$ cat config.mk
export PLATFORM = sky130hd
export DESIGN_NAME = mem_port_arbiter
export DESIGN_NICKNAME = d
export VERILOG_FILES = /design/src/rtl/mem_port_arbiter_pkg.sv /design/src/rtl/mem_port_arbiter_watchdog.sv /design/src/rtl/mem_port_arbiter.sv
export SDC_FILE = /design/constraint.sdc
export NUM_CORES = 1
export LEC_CHECK = 0
export ABC_AREA = 0
export CAP_MARGIN = 20
export CORE_MARGIN = 1.5
export CORE_UTILIZATION = 30
export CTS_BUF_LIST = sky130_fd_sc_hd__clkbuf_2
export DETAILED_ROUTE_END_ITERATION = 10
export PLACE_DENSITY_LB_ADDON = 0.3
export SYNTH_ARGS = -nofsm -noshare
export SYNTH_HDL_FRONTEND = slang
export SYNTH_SLANG_ARGS = --single-unit
$ cat constraint.sdc
create_clock -name clk -period 2.46 [get_ports clk]
set_input_delay 0.492 -clock clk [delete_from_list [all_inputs] [get_ports clk]]
set_output_delay 0.492 -clock clk [all_outputs]
set_load 0.05 [all_outputs]
$ cat src/rtl/mem_port_arbiter_pkg.sv
// Shared encodings for the IM/DM memory port arbiter.
// Latency: n/a (types and constants only).
// Backpressure: n/a.
package mem_port_arbiter_pkg;

   // Arbiter sequencing: wait for a request, hold the bus, pulse completion.
   typedef enum logic [1:0] {
      ST_IDLE = 2'd0,
      ST_BUSY = 2'd1,
      ST_RESP = 2'd2
   } arb_state_t;

   // Which port currently owns the bus access.
   typedef enum logic {
      OWN_IM = 1'b0,
      OWN_DM = 1'b1
   } owner_t;

   localparam int TIMEOUT_DEFAULT = 255;

   // Counter width able to hold the watchdog limit (at least one bit).
   function automatic int cnt_width(input int limit);
      return (limit < 2) ? 1 : $clog2(limit + 1);
   endfunction

endpackage

$ cat src/rtl/mem_port_arbiter_watchdog.sv
// Sticky flag raised when an enabled run of cycles reaches the limit.
// Latency: flag rises on the edge that ends the limit-th enabled cycle.
// Backpressure: none; observes only, never stalls the access.
module bus_watchdog #(
   parameter int CNT_W = 8
) (
   input  logic             clk,
   input  logic             rst,
   input  logic             clear,
   input  logic             enable,
   input  logic [CNT_W-1:0] limit,
   output logic             flag
);

   logic [CNT_W-1:0] cnt_q, cnt_d;
   logic             flag_q, flag_d;

   // Count stalled cycles, saturating at the limit; a zero limit disables it.
   always_comb begin
      cnt_d  = cnt_q;
      flag_d = flag_q;
      if (clear) begin
         cnt_d = '0;
      end else if (enable && (limit != '0) && (cnt_q != limit)) begin
         cnt_d = cnt_q + 1'b1;
         if (cnt_d == limit) begin
            flag_d = 1'b1;
         end
      end
   end

   // State registers; the flag is only cleared by reset.
   always_ff @(posedge clk) begin
      if (rst) begin
         cnt_q  <= '0;
         flag_q <= 1'b0;
      end else begin
         cnt_q  <= cnt_d;
         flag_q <= flag_d;
      end
   end

   assign flag = flag_q;

endmodule

$ cat src/rtl/mem_port_arbiter.sv
// Shares one single-outstanding req/ack bus between fetch (IM) and data (DM) ports, DM first.
// Latency: request at t -> bus_req at t+1 -> valid pulse at t+2 with a zero-wait ack.
// Backpressure: ports hold their level request until valid; bus_req holds until bus_ack.
module mem_port_arbiter
   import mem_port_arbiter_pkg::*;
#(
   parameter int memAddrWidth = 16,
   parameter int DataWidth    = 32,
   parameter int TIMEOUT      = TIMEOUT_DEFAULT
) (
   input  logic                    clk,
   input  logic                    rst,
   input  logic                    im_req,
   input  logic [memAddrWidth-1:0] im_addr,
   output logic [DataWidth-1:0]    im_rdata,
   output logic                    im_valid,
   input  logic                    dm_r,
   input  logic [3:0]              dm_w,
   input  logic [memAddrWidth-1:0] dm_addr,
   input  logic [DataWidth-1:0]    dm_wdata,
   output logic [DataWidth-1:0]    dm_rdata,
   output logic                    dm_valid,
   output logic                    bus_req,
   output logic [3:0]              bus_we,
   output logic [memAddrWidth-1:0] bus_addr,
   output logic [DataWidth-1:0]    bus_wdata,
   input  logic                    bus_ack,
   input  logic [DataWidth-1:0]    bus_rdata,
   output logic                    bus_err
);

   localparam int CNT_W = cnt_width(TIMEOUT);

   arb_state_t              state_q, state_d;
   owner_t                  owner_q, owner_d;
   logic                    bus_req_q, bus_req_d;
   logic [3:0]              bus_we_q, bus_we_d;
   logic [memAddrWidth-1:0] bus_addr_q, bus_addr_d;
   logic [DataWidth-1:0]    bus_wdata_q, bus_wdata_d;
   logic                    im_valid_q, im_valid_d;
   logic                    dm_valid_q, dm_valid_d;
   logic [DataWidth-1:0]    im_rdata_q, im_rdata_d;
   logic [DataWidth-1:0]    dm_rdata_q, dm_rdata_d;

   logic dm_req;
   logic grant;
   logic grant_dm;

   // A nonzero byte mask makes the DM access a write regardless of dm_r.
   assign dm_req = dm_r | (dm_w != 4'b0000);

   // Next-state, grant selection and bus/response register updates.
   always_comb begin
      state_d     = state_q;
      owner_d     = owner_q;
      bus_req_d   = bus_req_q;
      bus_we_d    = bus_we_q;
      bus_addr_d  = bus_addr_q;
      bus_wdata_d = bus_wdata_q;
      im_valid_d  = 1'b0;
      dm_valid_d  = 1'b0;
      im_rdata_d  = im_rdata_q;
      dm_rdata_d  = dm_rdata_q;
      grant       = 1'b0;
      grant_dm    = 1'b0;

      case (state_q)
         ST_IDLE: begin
            if (dm_req) begin
               grant    = 1'b1;
               grant_dm = 1'b1;
            end else if (im_req) begin
               grant = 1'b1;
            end
         end
         ST_BUSY: begin
            if (bus_ack) begin
               bus_req_d = 1'b0;
               state_d   = ST_RESP;
               if (owner_q == OWN_DM) begin
                  dm_valid_d = 1'b1;
                  if (bus_we_q == 4'b0000) begin
                     dm_rdata_d = bus_rdata;
                  end
               end else begin
                  im_valid_d = 1'b1;
                  im_rdata_d = bus_rdata;
               end
            end
         end
         ST_RESP: begin
            // The owner still shows its request this cycle, so only the other port may win.
            state_d = ST_IDLE;
            if ((owner_q == OWN_IM) && dm_req) begin
               grant    = 1'b1;
               grant_dm = 1'b1;
            end else if ((owner_q == OWN_DM) && im_req) begin
               grant = 1'b1;
            end
         end
         default: begin
            state_d = ST_IDLE;
         end
      endcase

      if (grant) begin
         state_d   = ST_BUSY;
         bus_req_d = 1'b1;
         if (grant_dm) begin
            owner_d     = OWN_DM;
            bus_addr_d  = dm_addr;
            bus_wdata_d = dm_wdata;
            bus_we_d    = dm_w;
         end else begin
            owner_d     = OWN_IM;
            bus_addr_d  = im_addr;
            bus_wdata_d = '0;
            bus_we_d    = 4'b0000;
         end
      end
   end

   // Register all state; reset wins over any in-flight access.
   always_ff @(posedge clk) begin
      if (rst) begin
         state_q     <= ST_IDLE;
         owner_q     <= OWN_IM;
         bus_req_q   <= 1'b0;
         bus_we_q    <= 4'b0000;
         bus_addr_q  <= '0;
         bus_wdata_q <= '0;
         im_valid_q  <= 1'b0;
         dm_valid_q  <= 1'b0;
         im_rdata_q  <= '0;
         dm_rdata_q  <= '0;
      end else begin
         state_q     <= state_d;
         owner_q     <= owner_d;
         bus_req_q   <= bus_req_d;
         bus_we_q    <= bus_we_d;
         bus_addr_q  <= bus_addr_d;
         bus_wdata_q <= bus_wdata_d;
         im_valid_q  <= im_valid_d;
         dm_valid_q  <= dm_valid_d;
         im_rdata_q  <= im_rdata_d;
         dm_rdata_q  <= dm_rdata_d;
      end
   end

   bus_watchdog #(
      .CNT_W (CNT_W)
   ) u_watchdog (
      .clk    (clk),
      .rst    (rst),
      .clear  (grant),
      .enable ((state_q == ST_BUSY) && !bus_ack),
      .limit  (CNT_W'(TIMEOUT)),
      .flag   (bus_err)
   );

   assign bus_req   = bus_req_q;
   assign bus_we    = bus_we_q;
   assign bus_addr  = bus_addr_q;
   assign bus_wdata = bus_wdata_q;
   assign im_valid  = im_valid_q;
   assign dm_valid  = dm_valid_q;
   assign im_rdata  = im_rdata_q;
   assign dm_rdata  = dm_rdata_q;

endmodule

=== After elaboration in Yosys (flattened, before gate mapping) ===
Cells that the tools add are included.

* Output and inout port bits: 120
* Memories: 0
* Register bits after elaboration: 131
* Word-level logic and storage cells: 65
* Bits in latches: 0
* Memory bits (read-only): 0
* Bits of input ports: 105
* Memory bits (writable): 0

* Add/subtract/negate cells: 1
* Multipliers: 0
* Bitwise gates (word level): 6
* Shift-type cells: 0
* Reduce and logical (&&, ||, !) cells: 18
* Equality and inequality tests: 7
* Multiplexer cells: 20
* Divide/modulo/power cells: 0
* Order comparisons: 0

{| class="wikitable"
|+ Operators with widths
! kind !! count
|-
| 32-bit two-way mux || 1
|-
| 16-bit two-way mux || 1
|-
| 1-bit two-way mux || 13
|-
| 8-bit by 1-bit adder with 8-bit output (second input constant) || 1
|-
| 8-bit equality test (second input constant) || 1
|-
| 8-bit inequality test (second input constant) || 1
|-
| 2-bit AND reduction || 3
|-
| 3-bit AND reduction || 2
|-
| 1-bit NOT || 5
|-
| 1-bit logical AND || 4
|-
| 4-bit zero test || 1
|-
| 4-bit two-way mux || 1
|-
| 2-bit inequality test (second input constant) || 2
|-
| 1-bit case mux with 2 select lines || 2
|-
| 2-bit case mux with 2 select lines || 1
|-
| 4-bit AND reduction || 1
|-
| 2-bit nonzero test || 2
|-
| 4-bit nonzero test || 1
|-
| 3-bit inequality test (second input constant) || 1
|-
| 3-bit OR reduction || 1
|-
| 2-bit by 1-bit equality test with 1-bit output (second input constant) || 1
|-
| 2-bit equality test (second input constant) || 1
|-
| 2-bit zero test || 1
|-
| 2-bit two-way mux || 1
|-
| other kinds (3) || 3
|}

=== Longest topological paths before layout ===
Gate-level depths: netlist of run 1.

* Depth in word-level cells: 7
* Depth in mapped cells: 7
* Mapped depth without buffers: 5

=== By module ===
Synthesis of run 1 repeated with hierarchy kept, for this count alone.

* Cells, all modules: 630
* Area, all modules: 5,257.5 um^2

{| class="wikitable"
|+ By module, submodules not included
! module !! sequential area each (um^2) !! area each (um^2) !! cells an instance !! instances
|-
| mem_port_arbiter || 2,442.3 || 4,484.3 || 542 || 1
|-
| bus_watchdog || 180.2 || 773.2 || 88 || 1
|}

=== Worst setup path before layout of run 1 ===
Ideal clock, no wire load.

* Path kind: input -> register
* From: input dm_w[0]
* To: register bus_we_q[3], in the netlist bus_we[3]
* Arrival: 1,902 ps
* Cell stages on the path: 7
* Required time: 2,343 ps
* Setup time: 117 ps
* Buffers on the path: 3
* Path slack: 441 ps
* Cells stage by stage: or3_1 -> o31a_1 -> buf_4 -> nor2b_1 -> buf_6 -> buf_4 -> a22o_1

* Cells in the longest elaborated chain, start to end: 6
* Elaborated cells on any way between the ends: 10
* Classes of those cells: mux: 7; bitwise: 1; reduce/logical: 2

{| class="wikitable"
|+ Ends and longest elaborated chain
! item !! line !! text
|-
| start, declared || mem_port_arbiter.sv:18 || <nowiki>input logic [3:0] dm_w,</nowiki>
|-
| 4-bit nonzero test * || mem_port_arbiter.sv:50 || <nowiki>assign dm_req = dm_r | (dm_w != 4'b0000);</nowiki>
|-
| 1-bit OR * || mem_port_arbiter.sv:50 ||
|-
| 1-bit logical AND || mem_port_arbiter.sv:94 || <nowiki>if ((owner_q == OWN_IM) && dm_req) begin</nowiki>
|-
| 1-bit two-way mux || mem_port_arbiter.sv:94 ||
|-
| 1-bit case mux with 2 select lines || mem_port_arbiter.sv:67 || <nowiki>case (state_q)</nowiki>
|-
| 4-bit two-way mux || mem_port_arbiter.sv:109 || <nowiki>if (grant_dm) begin</nowiki>
|-
| end signal, assigned || mem_port_arbiter.sv:140 || <nowiki>bus_we_q <= bus_we_d;</nowiki>
|-
| end, declared || mem_port_arbiter.sv:37 || <nowiki>logic [3:0] bus_we_q, bus_we_d;</nowiki>
|}

Mark *: on every way between the ends. The rest lies on a longest branch, timed or not.
A chain may end at the register's enable or synchronous reset.

=== Final worst setup path of run 1 ===
* From: register im_valid_q, in the netlist im_valid
* To: output im_valid

{| class="wikitable"
|+ RTL lines
! item !! line !! text
|-
| start, declared || mem_port_arbiter.sv:40 || <nowiki>logic im_valid_q, im_valid_d;</nowiki>
|-
| start signal, assigned || mem_port_arbiter.sv:143 || <nowiki>im_valid_q <= im_valid_d;</nowiki>
|-
| end, declared || mem_port_arbiter.sv:16 || <nowiki>output logic im_valid,</nowiki>
|}

No word-level cell between the ends.

==> results.sh, run 1 <==
export IMPL_outcome="complete, no violations"
export IMPL_ff2ff_path_depth=6
export IMPL_worst_hold_path_num_cells=2
export IMPL_transition_time_at_the_pin_with_the_least_slew_margin_ns=0.6515
export IMPL_route_met3_wl_um=1040
export IMPL_routed_wl_um=14240
export IMPL_firstDrtPassIters=5
export IMPL_maxSlewViolCount=0
export IMPL_numPortBuffers=224
export IMPL_critical_path_capture_point_type="output pin"
export IMPL_detail_route_antenna_nets=0
export IMPL_cell_area_after_synthesis_um2=4780
export IMPL_globalRouteTotalUtil=0.1681
export IMPL_num_antenna_cells=0
export IMPL_cts_hold_repair_buffers=0
export IMPL_cts_num_sinks=131
export IMPL_cts_made_buffers=17
export IMPL_dieHeight_um=129.2
export IMPL_initial_core_util=0.3109
export IMPL_maxClockFrequency_ghz=0.4355
export IMPL_crit_fanout=1
export IMPL_finClkSkew_ns=0.01633
export IMPL_setup_repair_after_global_routing_missed_its_margin="false"
export IMPL_critical_path_buf_inv_count=1
export IMPL_setup_violations=0
export IMPL_synth_edf_count=0
export IMPL_dpl_cell_area_um2=7263
export IMPL_fp_row_count=45
export IMPL_antenna_found_initial=0
export IMPL_max_cap_violations=0
export IMPL_ys_seq_elements=131
export IMPL_synth_largest_area_cell="sky130_fd_sc_hd__dfxtp_1"
export IMPL_wl_met1_um=6215
export IMPL_slowest_stage="sky130_fd_sc_hd__clkdlybuf4s50_1"
export IMPL_netlist_top_cells_area="sky130_fd_sc_hd__dfxtp_1 (55%), sky130_fd_sc_hd__nand2_1 (10%), sky130_fd_sc_hd__a21oi_1 (8.7%)"
export IMPL_instances_no_fill=956
export IMPL_critical_path_stages=1
export IMPL_maxSlewHeadroom=0.5620
export IMPL_finish_instance_area_um2=7605
export IMPL_post_route_period_util=0.9334
export IMPL_maximum_cell_stage_delay_along_the_critical_path_ns=0.80
export IMPL_hold_class="primary input to flop"
export IMPL_synth_yosys_seq_area_share=0.5487
export IMPL_drive_above_1_share=0.06443
export IMPL_synth_top_area_share=0.5487
export IMPL_clk_root_buffer_cell="sky130_fd_sc_hd__clkbuf_2"
export IMPL_cts_post_setup_buffers_inserted=0
export IMPL_worst_path_dominant_cell_family="buffers and inverters"
export IMPL_power_density_cell_area_nw_per_um2=611.7
export IMPL_synthesis_area_per_instance_um2=9.192
export IMPL_place_detailed_hpwl_um=9900
export IMPL_critical_path_arrival_ns=1.80
export IMPL_area_growth_synth_to_final_pct=59.11
export IMPL_path_clk_slew_ns=0.17
export IMPL_drt_first_iter_violations=260
export IMPL_fin_crit_ns=2.296
export IMPL_cts_max_level=4
export IMPL_die_area_um2=16700
export IMPL_synthDistinctLibCells=40
export IMPL_postSynth_topFlopCell="sky130_fd_sc_hd__dfxtp_1"
export IMPL_cts_tree="done"
export IMPL_synth_warning_count=0
export IMPL_syn_nets=627
export IMPL_clock_path_buffers=2
export IMPL_path_class="flop to output pin"
export IMPL_clock_insertion_delay_worst_skew_ns=0.68
export IMPL_required_time_of_the_critical_path_ns=1.97
export IMPL_detailroute_wirelength_met2_um=6763
export IMPL_detail_route_wl_per_cell_um=14.90
export IMPL_post_place_ws_ns=-0.03061
export IMPL_viasPerCell=4.703
export IMPL_max_vdd_ir_drop_mv=0.3893
export IMPL_drc_errors=0
export IMPL_dr_max_layer_used="met4"
export IMPL_timing_final_hold_violations=0
export IMPL_timing_final_ws_setup_ns=0.1638
export IMPL_ys_async_sr_fraction=0
export IMPL_num_vias=4496
export IMPL_std_cell_core_area_um2=15370
export IMPL_grt_pass1_vias=4473
export IMPL_die_w_um=129.2
export IMPL_grt_max_degree=66
export IMPL_crit_path_start_kind="flop"
export IMPL_final_setup_tns_ns=0
export IMPL_grt_pass1_wl_um=21830
export IMPL_post_place_cells=928
export IMPL_leakage_nw=4.101
export IMPL_grt_overflow_total=0
export IMPL_synthesized_netlist_cell_count=520
export IMPL_layout_nets=844
export IMPL_routabilityCongestion=0.7373
export IMPL_ioPinCount=225
export IMPL_final_hold_worst_slack_ns=0.1847
export IMPL_timing_critical_path_cells="clkdlybuf4s50_1"
==> synthesized netlist by cell type (all sizes together), types with 6 or more instances <==
cell type and n:
mux2i 16, or3 7, buf 19, nor2 7, nand2 133, a21boi 6, a21oi 84, clkbuf 22
o21ai 6, dfxtp 131, a22o 36, a211oi 16
==> state kept, by name (all words and copies together), names as in the netlist <==
register          cells
bus_wdata            32
dm_rdata             32
im_rdata             32
bus_addr             16
u_watchdog.cnt_q      8
bus_we                4
state_q               2
bus_req               1
dm_valid              1
im_valid              1
owner_q               1
u_watchdog.flag       1
==> layout by cell type (no fill, tap or decap), drive strengths merged, types with 2 or more instances in the layout <==
cell type and instances:
nor3b 3, bufinv 3, a211oi 16, nor2b 2
clkbuf 19, nor2 7, a21oi 84, a21boi 6
mux2i 16, or3 7, a31oi 2, and2 2
nand3 3, xnor2 3, clkdlybuf4s50 104, nor3 2
a22o 36, dlymetal6s2s 74, o21ai 6, or2 2
buf 15, inv 4, nand2 133, ha 2
dlygate4sd2 45, dfxtp 131, clkinv 6
==> report_power, final <==
| part | leakage, nW | switching [mW] | internal, mW |
|---|---|---|---|
| registers | 1.07 | 0.0629 | 2.24 |
| logic | 2.89 | 0.660 | 0.428 |
| clock network | 0.136 | 0.733 | 0.530 |
==> what timing repair did <==
action	4_1_cts	5_1_grt
endpoints found under the setup margin	45	74
pin swaps	0	0
resized for setup	45	74
==> stage by stage <==
stage | power [mW] | utilization
2_1_floorplan | 2.995 | -
3_3_place_gp | 3.464 | 0.4725
3_5_place_dp | 3.479 | 0.4725
4_1_cts | 4.721 | 0.4824
5_1_grt | 4.872 | 0.4948
6_report | 4.652 | 0.4948
==> final timing paths <==
path	startpoint	endpoint	slack [ns]
min reg2reg	dm_rdata[17]	dm_rdata[17]	0.46
min	rst	state_q[0]	0.18
max reg2reg	u_watchdog.cnt_q[1]	u_watchdog.cnt_q[7]	0.42
max	im_valid	im_valid	0.16
==> layout make-up <==
type                       count  area (µm²)
sequential                   131        2623
timing repair buffer         239        2554
tap                          211       264.0
inverter                       4       15.01
fill                        1451        7766
clock inverter                 9       117.6
multi-input combinational    344        1942
clock buffer                  18       90.09
==> cells by family after synthesis <==
| family | after synthesis | synth area share |
|---|---|---|
| flip-flops | 131 | 0.5487 |
| adder cells (fa/ha/maj) | 2 | 0.005235 |
| AND/OR/NAND/NOR | 168 | 0.1495 |
| buffers and inverters | 45 | 0.04869 |
| XOR/XNOR | 3 | 0.005498 |
| AO/OA/AOI/OAI | 155 | 0.2089 |
| multiplexers | 16 | 0.03351 |
==> per-layer routing <==
layer / vias to the layer above / global-route usage
li1: 2229 / -
met1: 2082 / 0.1991
met2: 167 / 0.2769
met3: 18 / 0.06730
met4: 0 / 0.05750
met5: - / 0
(Power assumes the default switching activity.)
==> run 2: changes to the inputs <==
Settings changed: SYNTH_HIERARCHICAL from default to 1.
==> run 2 against run 1 <==
Compared with the run above:
- clock power is 14% higher
- global-route usage is 0.31 points higher
- core utilization is 0.65 points lower
- setup slack worse by 0.014 ns
- synthesized cell count is 21% higher
- maximum frequency is 0.61% lower
- sequential power hardly changed
- non-clock buffer count is 4 higher
- hold slack better by 0.060 ns
- clock skew is 0.0067 ns higher
- wire length is 11% higher
- count of clock-buffer cells in the layout is 1 higher
- largest cell class is now non-clock buffers
- highest routed layer unchanged
==> results.sh, run 2 <==
export IMPL_layout_nets=974
export IMPL_post_place_cells=1074
export IMPL_dieHeight_um=135.4
export IMPL_ff2ff_path_depth=6
export IMPL_slowest_stage="sky130_fd_sc_hd__clkdlybuf4s50_1"
export IMPL_ys_async_sr_fraction=0
export IMPL_grt_max_degree=65
export IMPL_fin_crit_ns=2.310
export IMPL_maxSlewHeadroom=0.6218
export IMPL_drc_errors=0
export IMPL_synth_edf_count=0
export IMPL_layout_common_cells="sky130_fd_sc_hd__nand2_1 (171), sky130_fd_sc_hd__dfxtp_1 (131), sky130_fd_sc_hd__a21oi_1 (122)"
export IMPL_std_cell_core_area_um2=17240
export IMPL_routabilityCongestion=0.8424
export IMPL_postSynth_topFlopCell="sky130_fd_sc_hd__dfxtp_1"
export IMPL_maximum_cell_stage_delay_along_the_critical_path_ns=0.80
export IMPL_setup_violations=0
export IMPL_synth_yosys_seq_area_share=0.4988
export IMPL_detail_route_wl_per_cell_um=14.32
export IMPL_n_fill_cell=1657
export IMPL_cts_tree="done"
export IMPL_clock_path_buffers=2
export IMPL_grt_pass1_vias=4870
export IMPL_mostFrequentLayoutCell="sky130_fd_sc_hd__nand2_1"
export IMPL_setup_repair_after_global_routing_missed_its_margin="false"
export IMPL_gr_usage_met1=0.2030
export IMPL_drt_first_iter_violations=192
export IMPL_firstDrtPassIters=4
export IMPL_maxClockFrequency_ghz=0.4328
export IMPL_grt_overflow_total=0
export IMPL_synthDistinctLibCells=47
export IMPL_power_density_cell_area_nw_per_um2=581.0
export IMPL_path_clk_slew_ns=0.19
export IMPL_instances_no_fill=1106
export IMPL_transition_time_at_the_pin_with_the_least_slew_margin_ns=0.5664
export IMPL_place_detailed_hpwl_um=10750
export IMPL_critical_path_stages=1
export IMPL_num_antenna_cells=0
export IMPL_finClkSkew_ns=0.02304
export IMPL_cts_post_setup_buffers_inserted=0
export IMPL_die_area_um2=18330
export IMPL_crit_fanout=2
export IMPL_synthesis_area_per_instance_um2=8.345
export IMPL_worst_hold_path_num_cells=2
export IMPL_clock_insertion_delay_worst_skew_ns=0.65
export IMPL_synth_most_common_cell="sky130_fd_sc_hd__nand2_1"
export IMPL_synth_common_cells="sky130_fd_sc_hd__nand2_1 (171), sky130_fd_sc_hd__dfxtp_1 (131), sky130_fd_sc_hd__a21oi_1 (122), sky130_fd_sc_hd__o21ai_0 (37), sky130_fd_sc_hd__clkbuf_1 (33)"
export IMPL_num_vias=5168
export IMPL_path_class="flop to output pin"
export IMPL_max_vdd_ir_drop_mv=0.2949
export IMPL_synth_largest_area_cell="sky130_fd_sc_hd__dfxtp_1"
export IMPL_viasPerCell=4.673
export IMPL_routed_wl_um=15840
export IMPL_fp_row_count=48
export IMPL_grt_pass1_wl_um=24560
export IMPL_cts_hold_repair_buffers=0
export IMPL_post_route_period_util=0.9391
export IMPL_area_growth_synth_to_final_pct=60.07
export IMPL_globalRouteMet2Util=0.2908
export IMPL_critical_path_capture_point_type="output pin"
export IMPL_worst_path_dominant_cell_family="buffers and inverters"
export IMPL_numPortBuffers=224
export IMPL_outcome="complete, no violations"
export IMPL_cell_area_after_synthesis_um2=5258
export IMPL_crit_path_start_kind="flop"
export IMPL_netlist_top_cells_area="sky130_fd_sc_hd__dfxtp_1 (50%), sky130_fd_sc_hd__nand2_1 (12%), sky130_fd_sc_hd__a21oi_1 (12%)"
export IMPL_hold_class="primary input to flop"
export IMPL_synth_warning_count=6
export IMPL_timing_final_hold_violations=0
export IMPL_detail_route_antenna_nets=0
export IMPL_cts_max_level=4
export IMPL_initial_core_util=0.3050
export IMPL_clk_root_buffer_cell="sky130_fd_sc_hd__clkbuf_2"
export IMPL_grt_met3_usage=0.06397
export IMPL_antenna_found_initial=0
export IMPL_cts_num_sinks=131
export IMPL_cts_made_buffers=17
export IMPL_drive_above_1_share=0.07264
export IMPL_critical_path_arrival_ns=1.82
export IMPL_die_w_um=135.4
export IMPL_max_cap_violations=0
export IMPL_globalRouteTotalUtil=0.1712
export IMPL_synth_top_area_share=0.4988
export IMPL_maxSlewViolCount=0
export IMPL_timing_critical_path_cells="clkdlybuf4s50_1"
export IMPL_required_time_of_the_critical_path_ns=1.97
export IMPL_leakage_nw=4.726
export IMPL_finish_instance_area_um2=8416
export IMPL_dpl_cell_area_um2=7896
export IMPL_critical_path_buf_inv_count=1
export IMPL_ioPinCount=225
export IMPL_grt_most_used_layer="met2"
export IMPL_synthesized_netlist_cell_count=630
export IMPL_ys_seq_elements=131
-- run 2: power by group --
group          switching, mW  total [mW]  internal (mW)
Clock                  0.785        1.44          0.657
Combinational          0.700        1.16          0.456
Sequential            0.0564        2.29           2.23
Total                   1.54        4.89           3.35
-- run 2: area by class of cell --
type                       instances  area, µm²  share of cell area
timing repair buffer             243       2729              0.3243
sequential                       131       2623              0.3116
multi-input combinational        474       2519              0.2993
tap                              225      281.5             0.03345
clock inverter                    13      165.2             0.01963
clock buffer                      19      95.09             0.01130
inverter                           1      3.754           0.0004460
-- run 2: worst paths after layout --
path / start / end / slack, ns
worst max-delay path: bus_wdata[8] / bus_wdata[8] / 0.15
worst min-delay path: rst / state_q[0] / 0.24
worst max register to register: u_watchdog/cnt_q[0] / u_watchdog/cnt_q[6] / 0.47
worst min register to register: im_rdata[21] / im_rdata[21] / 0.46
-- run 2: routing by layer --
metal / vias up / routed length [µm]
li1: 2605 / -
met1: 2370 / 6929
met2: 182 / 7554
met3: 11 / 1202
met4: 0 / 150
met5: - / 0
-- run 2: stage by stage --
step           worst slack [ns]  setup TNS [ns]  hold WS (ns)    util  power [mW]
6_report                 0.1497               0        0.2449  0.4882       4.890
5_1_grt               0.0003160               0        0.1441  0.4882       5.125
4_1_cts                0.008541               0        0.1455  0.4730       4.974
3_5_place_dp           -0.03682         -0.7569        0.4466  0.4581       3.514
3_3_place_gp           0.003653               0        0.4412  0.4581       3.508
2_1_floorplan           0.09872               0        0.5036       -       3.006
-- run 2: kinds of logic (layout without fill, tap and decap cells) --
logic type | count (synthesis) | after routing | share of synthesized area
buffers and inverters | 49 | 276 | 0.04069
DFF | 131 | 131 | 0.4988
muxes | 17 | 17 | 0.03236
and+or+nand+nor | 217 | 217 | 0.1806
other | 1 | 25 | 0.0007133
xor gates and xnor gates | 19 | 19 | 0.03165
AOI/OAI and AO/OA | 195 | 195 | 0.2128
adders and majority gates | 1 | 1 | 0.002379
-- run 2: repair_timing --
item | CTS | global route
gates resized for setup | 3 | 105
endpoints found under the hold margin | 0 | 0
endpoints found under the setup margin | 3 | 105
